[src/rtl/encoder_8_3_seq.sv]
`default_nettype none
// ============================================================================
//  Module   : encoder_8_3_seq
//  Purpose  : Sequential 8-to-3 encoder. Accepts a multi-hot request vector
//             and emits the index of every set bit, highest index first, one
//             index per output handshake. An all-zero vector produces a
//             single "none" beat.
//  Revision : 1.0  initial release
// ============================================================================
module encoder_8_3_seq #(
   parameter int IDX_W = 3,
   parameter int WIDTH = 8
) (
   input  logic             clka,
   input  logic             rst,
   input  logic             E,
   input  logic [WIDTH-1:0] In,
   output logic             in_ready,
   output logic [IDX_W-1:0] Out,
   output logic             out_valid,
   input  logic             out_ready,
   output logic             last,
   output logic             none,
   output logic [IDX_W:0]   pop_cnt
);

   // WIDTH must equal 2**IDX_W so that every bit position has an index.
   localparam int C_WIDTH_CHK = 1 << IDX_W;

   // Build-time guard: a mismatched parameter pair has no legal encoding,
   // so elaboration is made to fail by instantiating a non-existent module.
   generate
      if (C_WIDTH_CHK != WIDTH) begin : g_bad_width
         encoder_8_3_seq_width_mismatch u_width_mismatch ();
      end
   endgenerate

   // -------------------------------------------------------------------------
   // State encoding
   // -------------------------------------------------------------------------
   localparam logic [0:0] S_IDLE = 1'b0;
   localparam logic [0:0] S_EMIT = 1'b1;

   logic [0:0]       state_q, state_d;
   logic [WIDTH-1:0] pend_q,  pend_d;
   logic [IDX_W-1:0] out_q,   out_d;
   logic             last_q,  last_d;
   logic             none_q,  none_d;
   logic [IDX_W:0]   pop_q,   pop_d;

   // -------------------------------------------------------------------------
   // Helper functions: priority scan from the top bit down, and popcount
   // -------------------------------------------------------------------------
   function automatic logic [IDX_W-1:0] f_highest(input logic [WIDTH-1:0] v);
      logic [IDX_W-1:0] idx;
      logic             found;
      idx   = '0;
      found = 1'b0;
      for (int i = WIDTH - 1; i >= 0; i--) begin
         if (!found && v[i]) begin
            idx   = IDX_W'(i);
            found = 1'b1;
         end
      end
      return idx;
   endfunction

   function automatic logic [IDX_W:0] f_popcount(input logic [WIDTH-1:0] v);
      logic [IDX_W:0] cnt;
      cnt = '0;
      for (int i = 0; i < WIDTH; i++) begin
         cnt = cnt + {{IDX_W{1'b0}}, v[i]};
      end
      return cnt;
   endfunction

   // -------------------------------------------------------------------------
   // Combinational views of the incoming vector and the remaining vector
   // -------------------------------------------------------------------------
   logic [IDX_W-1:0] w_in_hi;
   logic [IDX_W:0]   w_in_pc;
   logic [WIDTH-1:0] w_pend_n;
   logic [IDX_W-1:0] w_pend_hi;
   logic [IDX_W:0]   w_pend_pc;
   logic             w_accept;
   logic             w_handshake;

   // Scan the input vector and the pending vector with the current bit removed.
   always_comb begin
      w_in_hi     = f_highest(In);
      w_in_pc     = f_popcount(In);
      w_pend_n    = pend_q & ~(WIDTH'(1) << out_q);
      w_pend_hi   = f_highest(w_pend_n);
      w_pend_pc   = f_popcount(w_pend_n);
      w_accept    = (state_q == S_IDLE) && E;
      w_handshake = (state_q == S_EMIT) && out_ready;
   end

   // -------------------------------------------------------------------------
   // FSM process 1: state register
   // -------------------------------------------------------------------------
   // Hold the current state; reset wins over any handshake in the same cycle.
   always_ff @(posedge clka) begin
      if (rst) begin
         state_q <= S_IDLE;
      end else begin
         state_q <= state_d;
      end
   end

   // -------------------------------------------------------------------------
   // FSM process 2: next-state logic
   // -------------------------------------------------------------------------
   // Leave IDLE on accept; leave EMIT once the final beat is taken.
   always_comb begin
      state_d = state_q;
      case (state_q)
         S_IDLE: begin
            if (E) begin
               state_d = S_EMIT;
            end
         end
         S_EMIT: begin
            if (out_ready && last_q) begin
               state_d = S_IDLE;
            end
         end
         default: begin
            state_d = S_IDLE;
         end
      endcase
   end

   // -------------------------------------------------------------------------
   // FSM process 3: state-decoded outputs
   // -------------------------------------------------------------------------
   // Handshake flags are pure functions of the state.
   always_comb begin
      in_ready  = (state_q == S_IDLE);
      out_valid = (state_q == S_EMIT);
   end

   // -------------------------------------------------------------------------
   // Datapath next-state
   // -------------------------------------------------------------------------
   // Load a new vector on accept, advance to the next set bit on handshake.
   always_comb begin
      pend_d = pend_q;
      out_d  = out_q;
      last_d = last_q;
      none_d = none_q;
      pop_d  = pop_q;
      if (w_accept) begin
         pend_d = In;
         pop_d  = w_in_pc;
         if (In != '0) begin
            out_d  = w_in_hi;
            last_d = (w_in_pc == (IDX_W + 1)'(1));
            none_d = 1'b0;
         end else begin
            out_d  = '0;
            last_d = 1'b1;
            none_d = 1'b1;
         end
      end else if (w_handshake) begin
         pend_d = w_pend_n;
         if (last_q) begin
            // Out and last keep their final values while idle.
            none_d = 1'b0;
         end else begin
            out_d  = w_pend_hi;
            last_d = (w_pend_pc == (IDX_W + 1)'(1));
         end
      end
   end

   // Datapath registers; reset discards any pending vector.
   always_ff @(posedge clka) begin
      if (rst) begin
         pend_q <= '0;
         out_q  <= '0;
         last_q <= 1'b0;
         none_q <= 1'b0;
         pop_q  <= '0;
      end else begin
         pend_q <= pend_d;
         out_q  <= out_d;
         last_q <= last_d;
         none_q <= none_d;
         pop_q  <= pop_d;
      end
   end

   // Registered beat fields drive the outputs directly.
   always_comb begin
      Out     = out_q;
      last    = last_q;
      none    = none_q;
      pop_cnt = pop_q;
   end

endmodule
`default_nettype wire

[config.mk]
export PLATFORM = sky130hd
export DESIGN_NAME = encoder_8_3_seq
export DESIGN_NICKNAME = d
export VERILOG_FILES = /design/src/rtl/encoder_8_3_seq.sv
export SDC_FILE = /design/constraint.sdc
export NUM_CORES = 1
export LEC_CHECK = 0
export CAP_MARGIN = 20
export CORE_MARGIN = 2
export CORE_UTILIZATION = 50
export CTS_BUF_LIST = sky130_fd_sc_hd__clkbuf_4
export DETAILED_ROUTE_END_ITERATION = 6
export PLACE_DENSITY = 0.9
export SLEW_MARGIN = 10
export SYNTH_ARGS = -nofsm -noshare
export SYNTH_HDL_FRONTEND = slang
export SYNTH_SLANG_ARGS = --single-unit
[constraint.sdc]
create_clock -name clka -period 3.7 [get_ports clka]
set_input_delay 0.555 -clock clka [delete_from_list [all_inputs] [get_ports clka]]
set_output_delay 0.555 -clock clka [all_outputs]
set_load 0.005 [all_outputs]
==> impl_metrics.py, run 1 <==
metrics = {
    "critical_path": {
        "crit_required_ps": 3920,
        "crit_slowest_cell": "fa_1",
        "crit_cells": 15,
        "reg2reg_from": "Out[1]",
        "worst_path_largest_cell_delay_ps": 530,
        "cpMostUsedCell": "fa_1",
        "worstSetupStartpointType": "register",
        "r2r_slack_ps": 50,
        "crit_buf_inv": 4,
        "crit_fanout": 6,
        "rr_endpoint": "last",
        "crit_start": "Out[1]",
        "crit_family": "adder cells",
        "arrival_ps": 3870,
        "endpoint_kind": "register",
        "crit_type": "register to register",
        "endpoint": "last",
        "reg2reg_depth": 15,
        "cp_cell_sequence": "buf_4 -> nor2_1 -> a21boi_2 -> fa_1 -> inv_2 -> fa_1 -> fa_1 -> inv_1 -> ha_2 -> inv_1 -> fa_2 -> nand2_1 -> nor3_2 -> nor3_1 -> a311oi_1",
    },
    "synth": {
        "ys_top_cells_by_area": "dfxtp_1 (24%), fa_1 (11%), nand2_1 (7.6%), ha_1 (5.9%), inv_1 (4.8%)",
        "synth.net_count": 213,
        "syn_avg_cell_area_sq_um": 7.94,
        "yosys.cell_types.count": 51,
        "async_flop_share_pct": 0,
        "synth_seq_area_share_pct": 24.4,
        "yosys_warnings": 0,
        "yosys.area.top_type": "dfxtp_1",
        "synth_top_area_share_pct": 24.4,
        "syn_inst": 186,
        "synth-edff-count": 0,
        "syn_area_sq_um": 1480,
        "ys_seq_elements": 18,
        "synth-main-ff-cell": "dfxtp_1",
    },
    "grt": {
        "grt-ovfl-total": 0,
        "grt_max_degree": 19,
        "grt_pass1_wl_microns": 6130,
        "antenna_found_initial": 0,
        "grt_pass1_vias": 1392,
        "track_usage_pct": 23.7,
    },
    "pwr": {
        "sw_frac_of_total_pct": 36.6,
        "intPower_mw": 0.397,
        "p_sw_mw": 0.230,
        "seqPwrFrac_pct": 37.4,
        "power_frac_comb_pct": 45.7,
        "pwr-share-clk_pct": 16.9,
        "p_leak_nw": 0.754,
        "vdd_drop_max_mv": 0.271,
        "p_per_area_nw_per_um2": 338,
    },
    "timing": {
        "max_slew_margin_pct": 55.2,
        "period_share_pct": 98.6,
        "rsz0062_at_grt": "true",
        "fin_skew_ps": 9.92,
        "min_period_ps": 3650,
        "hold_viol": 0,
        "tightest_slew_ps": 670,
        "fmax_mhz": 274,
        "holdWs_ps": 465,
        "slew_viol_final": 0,
        "finalSetupViolCount": 0,
    },
    "final_layout": {
        "antennaDiodeCount": 0,
        "nets": 248,
        "drive_gt1_share_pct": 16.8,
        "syn_to_final_growth_pct": 25.6,
        "stdcell_area_sq_um": 1850,
        "fin_util_pct": 66.7,
    },
    "cts": {
        "hold_buffers": 0,
        "cts_sinks": 18,
        "clockBufferDepth": 2,
        "clk_pin_slew_ps": 110,
        "cts_inserted_buffers": 3,
        "root_buffer": "clkbuf_4",
        "cts_tree": "yes",
        "htreeDepth": 1,
        "clock_latency_ps": 310,
    },
    "routing": {
        "antenna_left": 0,
        "first_pass_iters": 4,
        "drcViolationCount": 0,
        "initialDrtViolationCount": 75,
        "wirelength_microns": 3590,
        "wl_per_cell_microns": 14.3,
        "vias_per_cell": 5.92,
        "vias": 1487,
    },
    "floorplanning": {
        "io-pin-count": 23,
        "chipWidth_microns": 58.3,
        "dieArea_sq_um": 3400,
        "die-height_microns": 58.3,
        "start_util_pct": 53.1,
        "core_area_sq_um": 2780,
        "row_count": 19,
    },
    "status": {
        "status": "finished, final reports clean",
    },
    "place": {
        "place_area_sq_um": 1800,
        "io_buffers": 22,
        "finalWeightedCongestion": 0.845,
        "dp_hpwl_microns": 2720,
    },
    "run": {
        "maxCapViolations": 0,
    },
    "worst_hold_path": {
        "hold_class": "register to register",
    },
}
[timing repair]
item | in CTS | in global routing
pin swaps | 2 | 2
cloned | 0 | 0
gates resized for setup | 7 | 3
endpoints found under the setup margin | 1 | 1
buffers inserted | 0 | 0
[layout make-up]
cell class	count	area, sq um
Timing Repair Buffer	41	363
Tap cell	31	38.8
Inverter	20	75.1
Sequential cell	18	367
Multi-Input combinational cell	137	985
Clock inverter	1	3.75
Clock buffer	3	22.5
Fill cell	230	927
[cell families (layout without fill, tap and decap cells)]
family | Yosys count | in the layout | synth area share (%)
simple gates | 71 | 71 | 22.6
buf+inv | 31 | 65 | 10.3
flops | 18 | 18 | 24.4
mux | 2 | 2 | 1.36
compound gates | 48 | 48 | 24.0
xor+xnor | 1 | 1 | 0.593
fa+ha+maj | 15 | 15 | 16.8
[worst min path at each step]
stage                          start          to  depth (start not counted)
after floorplan           pop_cnt[0]  pop_cnt[0]                          2
after global placement    pop_cnt[1]  pop_cnt[1]                          2
after detailed placement  pop_cnt[1]  pop_cnt[1]                          2
after CTS                 pop_cnt[3]  pop_cnt[3]                          2
after global routing      pop_cnt[3]  pop_cnt[3]                          2
final                     pop_cnt[1]  pop_cnt[1]                          2
[power groups by stage]
| stage | sequential [mW] | combinational, mW | clock, mW |
|---|---|---|---|
| final | 0.234 | 0.287 | 0.106 |
| after floorplan | 0.234 | 0.172 | 0 |
| after global placement | 0.236 | 0.267 | 0 |
| after CTS | 0.233 | 0.285 | 0.106 |
| after global routing | 0.237 | 0.320 | 0.117 |
| after detailed placement | 0.236 | 0.278 | 0 |
[metal layers]
layer,up-vias,global-route usage [%],share of wire [%]
met3,11,6.15,7.4
met4,0,11.6,2.7
li1,724,-,-
met2,62,38.4,47
met5,-,0,0
met1,690,29.2,42
[tightest hold or removal path: stages (launching register included)]
cell and delay (ps):
dfxtp_1 330, nand2_1 50, a21oi_1 50
[cell usage after synthesis, drive strengths merged (3+ instances only)]
cell    number
a21oi        8
buf          3
nand3        5
inv         20
a31oi        3
fa           8
ha           7
nor2        18
o21ai        8
clkbuf       7
nor3         4
a311oi       8
nand2       30
dfxtp       18
[per-stage QoR]
stage / std cells / setup TNS (ps) / total power [mW] / setup WS, ps
detailed placement: 247 / -309 / 0.514 / -195
global placement: 247 / -91.6 / 0.503 / -83.0
finish: 251 / 0 / 0.627 / 50.5
floorplan: 186 / 0 / 0.406 / 38.9
CTS: 251 / 0 / 0.624 / 43.1
global route: 251 / -64.3 / 0.675 / -64.3
[layout by cell type (no fill, tap or decap), types with 3 or more instances in the layout]
master / netlist / routed
a21oi_1: 8 / 8
a311oi_1: 8 / 8
a31oi_1: 3 / 3
buf_4: 1 / 19
clkbuf_4: 1 / 3
clkdlybuf4s50_1: 0 / 22
dfxtp_1: 18 / 15
fa_1: 8 / 7
ha_1: 7 / 6
inv_1: 19 / 18
nand2_1: 30 / 29
nand3_1: 5 / 5
nor2_1: 18 / 17
nor3_1: 4 / 3
o21ai_0: 8 / 8
[state kept, by name (all words and copies together) (netlist names)]
| register | count |
|---|---|
| last | 1 |
| pop_cnt | 4 |
| none | 1 |
| pend_q | 8 |
| out_valid | 1 |
| Out | 3 |
Power figures use the tool's default switching activity.
==> run 2, diff against run 1 <==
--- a/config.mk
+++ b/config.mk
@@ -10,6 +10,7 @@
 export CORE_UTILIZATION = 50
 export CTS_BUF_LIST = sky130_fd_sc_hd__clkbuf_4
 export DETAILED_ROUTE_END_ITERATION = 6
+export HOLD_SLACK_MARGIN = 0.1
 export PLACE_DENSITY = 0.9
 export SLEW_MARGIN = 10
 export SYNTH_ARGS = -nofsm -noshare
==> results of run 2 <==
No change in the layout: final DEF, timing and power equal those of run 1.
